File: config.mk
export PLATFORM = sky130hd
export DESIGN_NAME = seq_multplr_n
export DESIGN_NICKNAME = d
export VERILOG_FILES = /design/src/rtl/seq_multplr_n.sv
export SDC_FILE = /design/constraint.sdc
export NUM_CORES = 1
export LEC_CHECK = 0
export ABC_AREA = 1
export ABC_CLOCK_PERIOD_IN_PS = 3400
export CORE_ASPECT_RATIO = 0.8
export CORE_UTILIZATION = 30
export DETAILED_ROUTE_END_ITERATION = 8
export DONT_BUFFER_PORTS = 1
export SLEW_MARGIN = 20
export SYNTH_ARGS = -nofsm -noshare
export SYNTH_HDL_FRONTEND = slang
export SYNTH_SLANG_ARGS = --single-unit
File: constraint.sdc
create_clock -name clk -period 3.4 [get_ports clk]
set_clock_uncertainty 0.15 [all_clocks]
set_input_delay 0.68 -clock clk [delete_from_list [all_inputs] [get_ports clk]]
set_output_delay 0.68 -clock clk [all_outputs]
set_load 0.02 [all_outputs]
File: src/rtl/seq_multplr_n.sv
// Parametrised sequential shift-add multiplier with signed/unsigned mode,
// start/busy/done handshake and early exit once the remaining multiplier is zero.
//
// state | meaning
// IDLE  | waiting for start; operands are latched on the accepting edge
// CALC  | one multiplier bit per edge: conditional add, shift A left, B right
// FIX   | apply result sign, register product, pulse done
module seq_multplr_n #(
    parameter int WIDTH = 8
) (
    input  logic               clk,
    input  logic               clr_n,
    input  logic               start,
    input  logic               signed_mode,
    input  logic [WIDTH-1:0]   a,
    input  logic [WIDTH-1:0]   b,
    output logic               busy,
    output logic               done,
    output logic [2*WIDTH-1:0] product
);

    typedef enum logic [1:0] {
        IDLE = 2'd0,
        CALC = 2'd1,
        FIX  = 2'd2
    } state_t;

    state_t               state_q;
    logic [2*WIDTH-1:0]   a_reg_q;
    logic [WIDTH-1:0]     b_reg_q;
    logic [2*WIDTH-1:0]   p_reg_q;
    logic                 neg_q;
    logic                 busy_q;
    logic                 done_q;
    logic [2*WIDTH-1:0]   product_q;

    logic [WIDTH-1:0]     mag_a_d;
    logic [WIDTH-1:0]     mag_b_d;
    logic                 neg_d;
    logic [2*WIDTH-1:0]   addend_d;
    logic [2*WIDTH-1:0]   p_sum_d;
    logic [2*WIDTH-1:0]   fix_d;

    // The most negative operand negates to itself, which read unsigned is 2^(WIDTH-1).
    always_comb begin
        mag_a_d  = (signed_mode && a[WIDTH-1]) ? -a : a;
        mag_b_d  = (signed_mode && b[WIDTH-1]) ? -b : b;
        neg_d    = signed_mode & (a[WIDTH-1] ^ b[WIDTH-1]);
        addend_d = b_reg_q[0] ? a_reg_q : '0;
        p_sum_d  = p_reg_q + addend_d;
        fix_d    = neg_q ? -p_reg_q : p_reg_q;
    end

    always_ff @(posedge clk or negedge clr_n) begin
        if (!clr_n) begin
            state_q   <= IDLE;
            a_reg_q   <= '0;
            b_reg_q   <= '0;
            p_reg_q   <= '0;
            neg_q     <= 1'b0;
            busy_q    <= 1'b0;
            done_q    <= 1'b0;
            product_q <= '0;
        end else begin
            case (state_q)
                IDLE: begin
                    done_q <= 1'b0;
                    if (start) begin
                        a_reg_q <= {{WIDTH{1'b0}}, mag_a_d};
                        b_reg_q <= mag_b_d;
                        p_reg_q <= '0;
                        neg_q   <= neg_d;
                        busy_q  <= 1'b1;
                        state_q <= CALC;
                    end
                end
                CALC: begin
                    if (b_reg_q == '0) begin
                        state_q <= FIX;
                    end else begin
                        p_reg_q <= p_sum_d;
                        a_reg_q <= a_reg_q << 1;
                        b_reg_q <= b_reg_q >> 1;
                    end
                end
                FIX: begin
                    product_q <= fix_d;
                    done_q    <= 1'b1;
                    busy_q    <= 1'b0;
                    state_q   <= IDLE;
                end
                default: begin
                    state_q <= IDLE;
                end
            endcase
        end
    end

    assign busy    = busy_q;
    assign done    = done_q;
    assign product = product_q;

endmodule
# Word-level counts from Yosys, hierarchy flattened
# Index checks and enable logic that the tools add are counted.
[word_totals]
ff_bits = 61
elab_cells = 48
output_inout_bits = 18
[op_classes]
eq_ne = 5
n_reduce_logical = 10
n_mux = 19
add_sub_neg = 4
bitwise_logic = 2
[op_table]
columns = ["cell", "n"]
rows = [
  ["16-bit two-way mux", 6],
  ["16-bit one-hot mux with 2 select lines", 2],
  ["8-bit two-way mux", 4],
  ["16-bit adder", 1],
  ["16-bit negator", 1],
  ["8-bit negator", 2],
  ["8-bit one-hot mux with 2 select lines", 1],
  ["8-bit zero test", 1],
  ["2-bit != test, second input constant", 3],
  ["2-bit AND reduction", 3],
  ["2-bit two-way mux", 2],
  ["1-bit one-hot mux with 2 select lines", 2],
  ["2-bit one-hot mux with 2 select lines", 1],
  ["2-bit nonzero test", 2],
  ["3-bit AND reduction", 1],
  ["2-bit by 1-bit equality test with 1-bit output, second input constant", 1],
  ["2-bit equality test, second input constant", 1],
  ["1-bit logical AND", 2],
  ["2-bit zero test", 1],
  ["1-bit AND", 1],
  ["1-bit two-way mux", 1],
  ["1-bit bitwise XOR", 1],
]

# Logic depth before layout (Yosys ltp)
[logic_depth]
ltp_word = 4
ltp_mapped = 15
ltp_nobuf = 13

# Least setup slack after synthesis
# OpenSTA, ideal clock, no wires.
[synth_timing]
path_type = "reg2reg"
start = "reg b_reg_q[0]"
end = "reg p_reg_q[12]"
slack_ns = 1.193
stages_incl_launch_ff = 16
synth_period_minus_slack_ns = 2.207
n_path_buf = 2
arrival_time_ns = 1.939
cell_sequence = "dfrtp_1 buf_6 clkbuf_1 nand2_1 inv_1 ha_1 inv_1 fa_1 inv_1 nand3_1 nand3_1 nand3_1 nand3_1 nand2_1 nand3_1 nand2_1"
[synth_between]
elab_chain_len = 4
[synth_rtl]
columns = ["item", "line_no", "rtl"]
rows = [
  ["start: declaration", "30", "logic [WIDTH-1:0] b_reg_q;"],
  ["start signal: assignment", "70", "b_reg_q <= mag_b_d;"],
  ["start signal: assignment", "83", "b_reg_q <= b_reg_q >> 1;"],
  ["16-bit two-way mux", "49", "addend_d = b_reg_q[0] ? a_reg_q : '0;"],
  ["16-bit adder", "50", "p_sum_d = p_reg_q + addend_d;"],
  ["16-bit two-way mux", "78", "if (b_reg_q == '0) begin"],
  ["16-bit one-hot mux with 2 select lines", "65", "case (state_q)"],
  ["end signal: assignment", "81", "p_reg_q <= p_sum_d;"],
  ["end: declaration", "31", "logic [2*WIDTH-1:0] p_reg_q;"],
]
# Parallel ways exist; a longest one is shown, timed or not. The select of a mux whose other input is x is not followed.
# A chain may end at the register's enable or synchronous reset.

# Worst setup path in the final report
[layout_timing]
start = "reg state_q[1]"
end = "reg a_reg_q[3]"
[layout_between]
elab_chain_len = 3
[layout_rtl]
columns = ["item", "line_no", "rtl"]
rows = [
  ["start: declaration", "28", "state_t state_q;"],
  ["start signal: assignment", "56", "state_q <= IDLE;"],
  ["start signal: assignment", "74", "state_q <= CALC;"],
  ["start signal: assignment", "79", "state_q <= FIX;"],
  ["2-bit by 1-bit equality test with 1-bit output or 2-bit zero test (tied branches)", "65", ""],
  ["2-bit != test (no source line) or 2-bit nonzero test (tied branches)", "--", ""],
  ["3-bit AND reduction (no source line)", "--", ""],
  ["end signal: assignment", "69", "a_reg_q <= {{WIDTH{1'b0}}, mag_a_d};"],
  ["end signal: assignment", "82", "a_reg_q <= a_reg_q << 1;"],
  ["end: declaration", "29", "logic [2*WIDTH-1:0] a_reg_q;"],
]
# Parallel ways exist; a longest one is shown, timed or not.

==> results.cfg <==
[run]
cap_viol_max_count = 0

[place]
place_ws_ns = 1.05
gp_congestion = 0.820
port_buffers = 0
post-dp-hpwl_mm = 7.69

[sta]
timing.setup.tns_ns = 0
rsz0062_at_grt = no
hold_viol = 0
max_slew_margin_pct = 59.9
min_period_over_period_pct = 69.0
max_freq_ghz = 0.427
fin_crit_ns = 2.34
worst_slack_ns = 1.06
tightest_slew_ns = 0.595
setup_viol = 0
finalMaxSlewViolations = 0

[worst_setup_path]
path_cells = nor2_8 > inv_2 > nor2_8 > inv_4 > nand2_2 > buf_4 > nand3_1 > o21ai_2
crit_path_end_kind = register
required_ns = 3.50
cp.arrival_ns = 2.45
cp_max_fo = 17
cp_common_cell = nor2_8
start_kind = register
crit_family = simple AND/OR/NAND/NOR gates
critPathSlowestCell = dfrtp_1
path_buf_inv = 3
cpPeakStageDelay_ns = 0.43
crit_type = reg -> reg

[yosys]
synth_cell_types = 32
ys_warn_count = 0
netlist_area_um2 = 4310
synth_area_leaders = dfrtp_1, nand2_1, inv_1
yosysSeqAreaShare_pct = 35.4
yosys_register_bits = 61
syn_nets = 665
synth_largest_area_cell = dfrtp_1
syn_avg_cell_area_um2 = 6.89
yosysTopAreaCellShare_pct = 35.4
synth_cells = 626

[final_layout]
drive_gt1_share_pct = 8.24
synthToLayoutAreaGrowth_pct = 11.5
num-fill-cells = 1455
nets = 665
multi_input_area_um2 = 2280
antennaDiodeCount = 0
seqCellArea_um2 = 1530

[die]
start_util_pct = 31.3
die-area_um2 = 14900
die_y_um = 109
fp.dieW_um = 136
io_pins = 38
core_area_um2 = 13800
rows = 38

[global_routing]
overflow = 0
grt_pass1_wl_mm = 17.4
grt_pass1_vias = 3471
grt_max_degree = 62
antenna_found_initial = 0
grt_use_total_pct = 15.0

[clock_network]
cts_max_level = 3
cts_tree = built
postCtsSetupBuffers = 0
cts-buffers-inserted = 9
cts.clk_slew.worst_paths_ns = 0.05
clk_latency_ns = 0.33
cts_buffer_depth = 2
clockRootBuffer = clkbuf_16
clkSinkCount = 61

[pwr]
sequentialPowerShare_pct = 31.2
sw_frac_of_total_pct = 45.8
p_per_area_nw_per_um2 = 943
combPwrFrac_pct = 46.9
clockPowerShare_pct = 21.9
leakage_nw = 2.61
max-vdd-ir-drop_v = 0.000395
power.switching_mw = 2.08
power.internal_mw = 2.46

[outcome]
outcome = completed

[detailed_routing]
wire_per_inst_um = 12.5
post-route-drc-count = 0
drt_iter0_markers = 219
ant_nets = 0
vias_per_cell = 4.51
first_pass_iters = 5
drt_wl_total_mm = 10.2
vias = 3660

[worst_hold_path]
min_path_type = in -> async
==> power groups by stage <==
stage | clock, mW | sequential, mW | combinational, mW
2_1_floorplan | 0 | 1.31 | 1.83
3_3_place_gp | 0 | 1.42 | 2.10
3_5_place_dp | 0 | 1.43 | 2.09
4_1_cts | 1.01 | 1.42 | 2.14
5_1_grt | 1.06 | 1.46 | 2.45
6_report | 0.992 | 1.42 | 2.13
==> path summary, 6_finish.rpt <==
path | end | startpoint | cells after the start | slack (ns)
worst min-delay path | busy | clr_n | 1 | 0.07
worst max register to register | a_reg_q[3] | state_q[1] | 8 | 1.06
min in group clk | b_reg_q[5] | b_reg_q[5] | 2 | 0.33
worst min register to register | b_reg_q[5] | b_reg_q[5] | 2 | 0.33
worst max-delay path | a_reg_q[3] | state_q[1] | 8 | 1.06
max in group asynchronous | p_reg_q[10] | clr_n | 1 | 2.77
==> flip-flops by register name, indices dropped and copies added (netlist names) <==
| name | cells |
|---|---|
| state_q | 2 |
| p_reg_q | 16 |
| b_reg_q | 8 |
| a_reg_q | 16 |
| done | 1 |
| product | 16 |
| busy | 1 |
| neg_q | 1 |
==> cells in the mapped netlist <==
master    instances
nor2_4            2
nand3_1          48
nand2_1         228
o22ai_1           3
dfrtp_1          61
buf_2             5
or2_2             4
o31ai_1           1
inv_1           103
xnor2_1           2
o21ai_2           3
a31oi_1           1
clkbuf_2          1
ha_1             18
clkbuf_1          5
o21ai_0          36
o22ai_2          13
inv_2             3
nand4_1           6
xor2_1           11
nand4_2           1
nand3_2           2
nor2_8            2
nand2_2           1
fa_1              1
a21oi_1          14
buf_12            1
nand3b_1          3
inv_4             1
nor2_1           39
nor3_1            4
buf_6             3
==> logic make-up (layout without fill, tap and decap cells) <==
logic type / Yosys count / in the layout / share of synthesized area (%)
buffers and inverters: 122 / 127 / 11.7
AO/OA/AOI/OAI: 71 / 71 / 10.9
flip-flops: 61 / 61 / 35.4
AND/OR/NAND/NOR: 340 / 340 / 33.6
XOR/XNOR: 13 / 13 / 2.64
adder cells (fa/ha/maj): 19 / 19 / 5.69
==> final cells by class <==
class	count	area share [%]
repair buffers	4	1.04
clock inverters	6	1.79
multi-input cells	443	47.4
well taps	180	4.68
inverters	107	8.40
clock buffers	10	4.97
flip-flops and latches	61	31.7
==> stage by stage <==
| stage | power [mW] | cell area, um2 | util, % | cells | hold WS (ns) |
|---|---|---|---|---|---|
| floorplan | 3.14 | 4310 | - | 626 | 0.234 |
| global placement | 3.52 | 4460 | 32.3 | 794 | 0.236 |
| detailed placement | 3.52 | 4460 | 32.3 | 794 | 0.236 |
| CTS | 4.57 | 4810 | 34.9 | 811 | 0.0775 |
| global route | 4.97 | 4810 | 34.9 | 811 | 0.0869 |
| finish | 4.54 | 4810 | 34.9 | 811 | 0.0670 |
==> layout by cell type (no fill, tap or decap), types with 6 or more instances in the layout <==
cell type | Yosys | layout
a21oi_1 | 14 | 14
clkbuf_16 | 0 | 9
dfrtp_1 | 61 | 61
ha_1 | 18 | 18
inv_1 | 103 | 103
nand2_1 | 228 | 228
nand3_1 | 48 | 48
nand4_1 | 6 | 6
nor2_1 | 39 | 39
o21ai_0 | 36 | 36
o22ai_2 | 13 | 13
xor2_1 | 11 | 11
==> worst reg2reg max path, delay by kind of cell, from the launching register on <==
kind            cells  cell delay, ns
buf+inv             3            0.65
simple gates        4            0.96
compound gates      1            0.07
flops               1            0.43
==> repair_timing <==
item	CTS	global route
endpoints found under the setup margin	0	0
resized for setup	0	0
hold buffers	1	0
hold endpoints to repair	61	0
==> metal layers <==
layer	GRT usage (%)	wire [um]
met1	21.9	5480
met2	21.6	4020
met3	3.91	623
met4	4.13	49
met5	0	0
No activity file was read; power rests on OpenSTA's default activity.
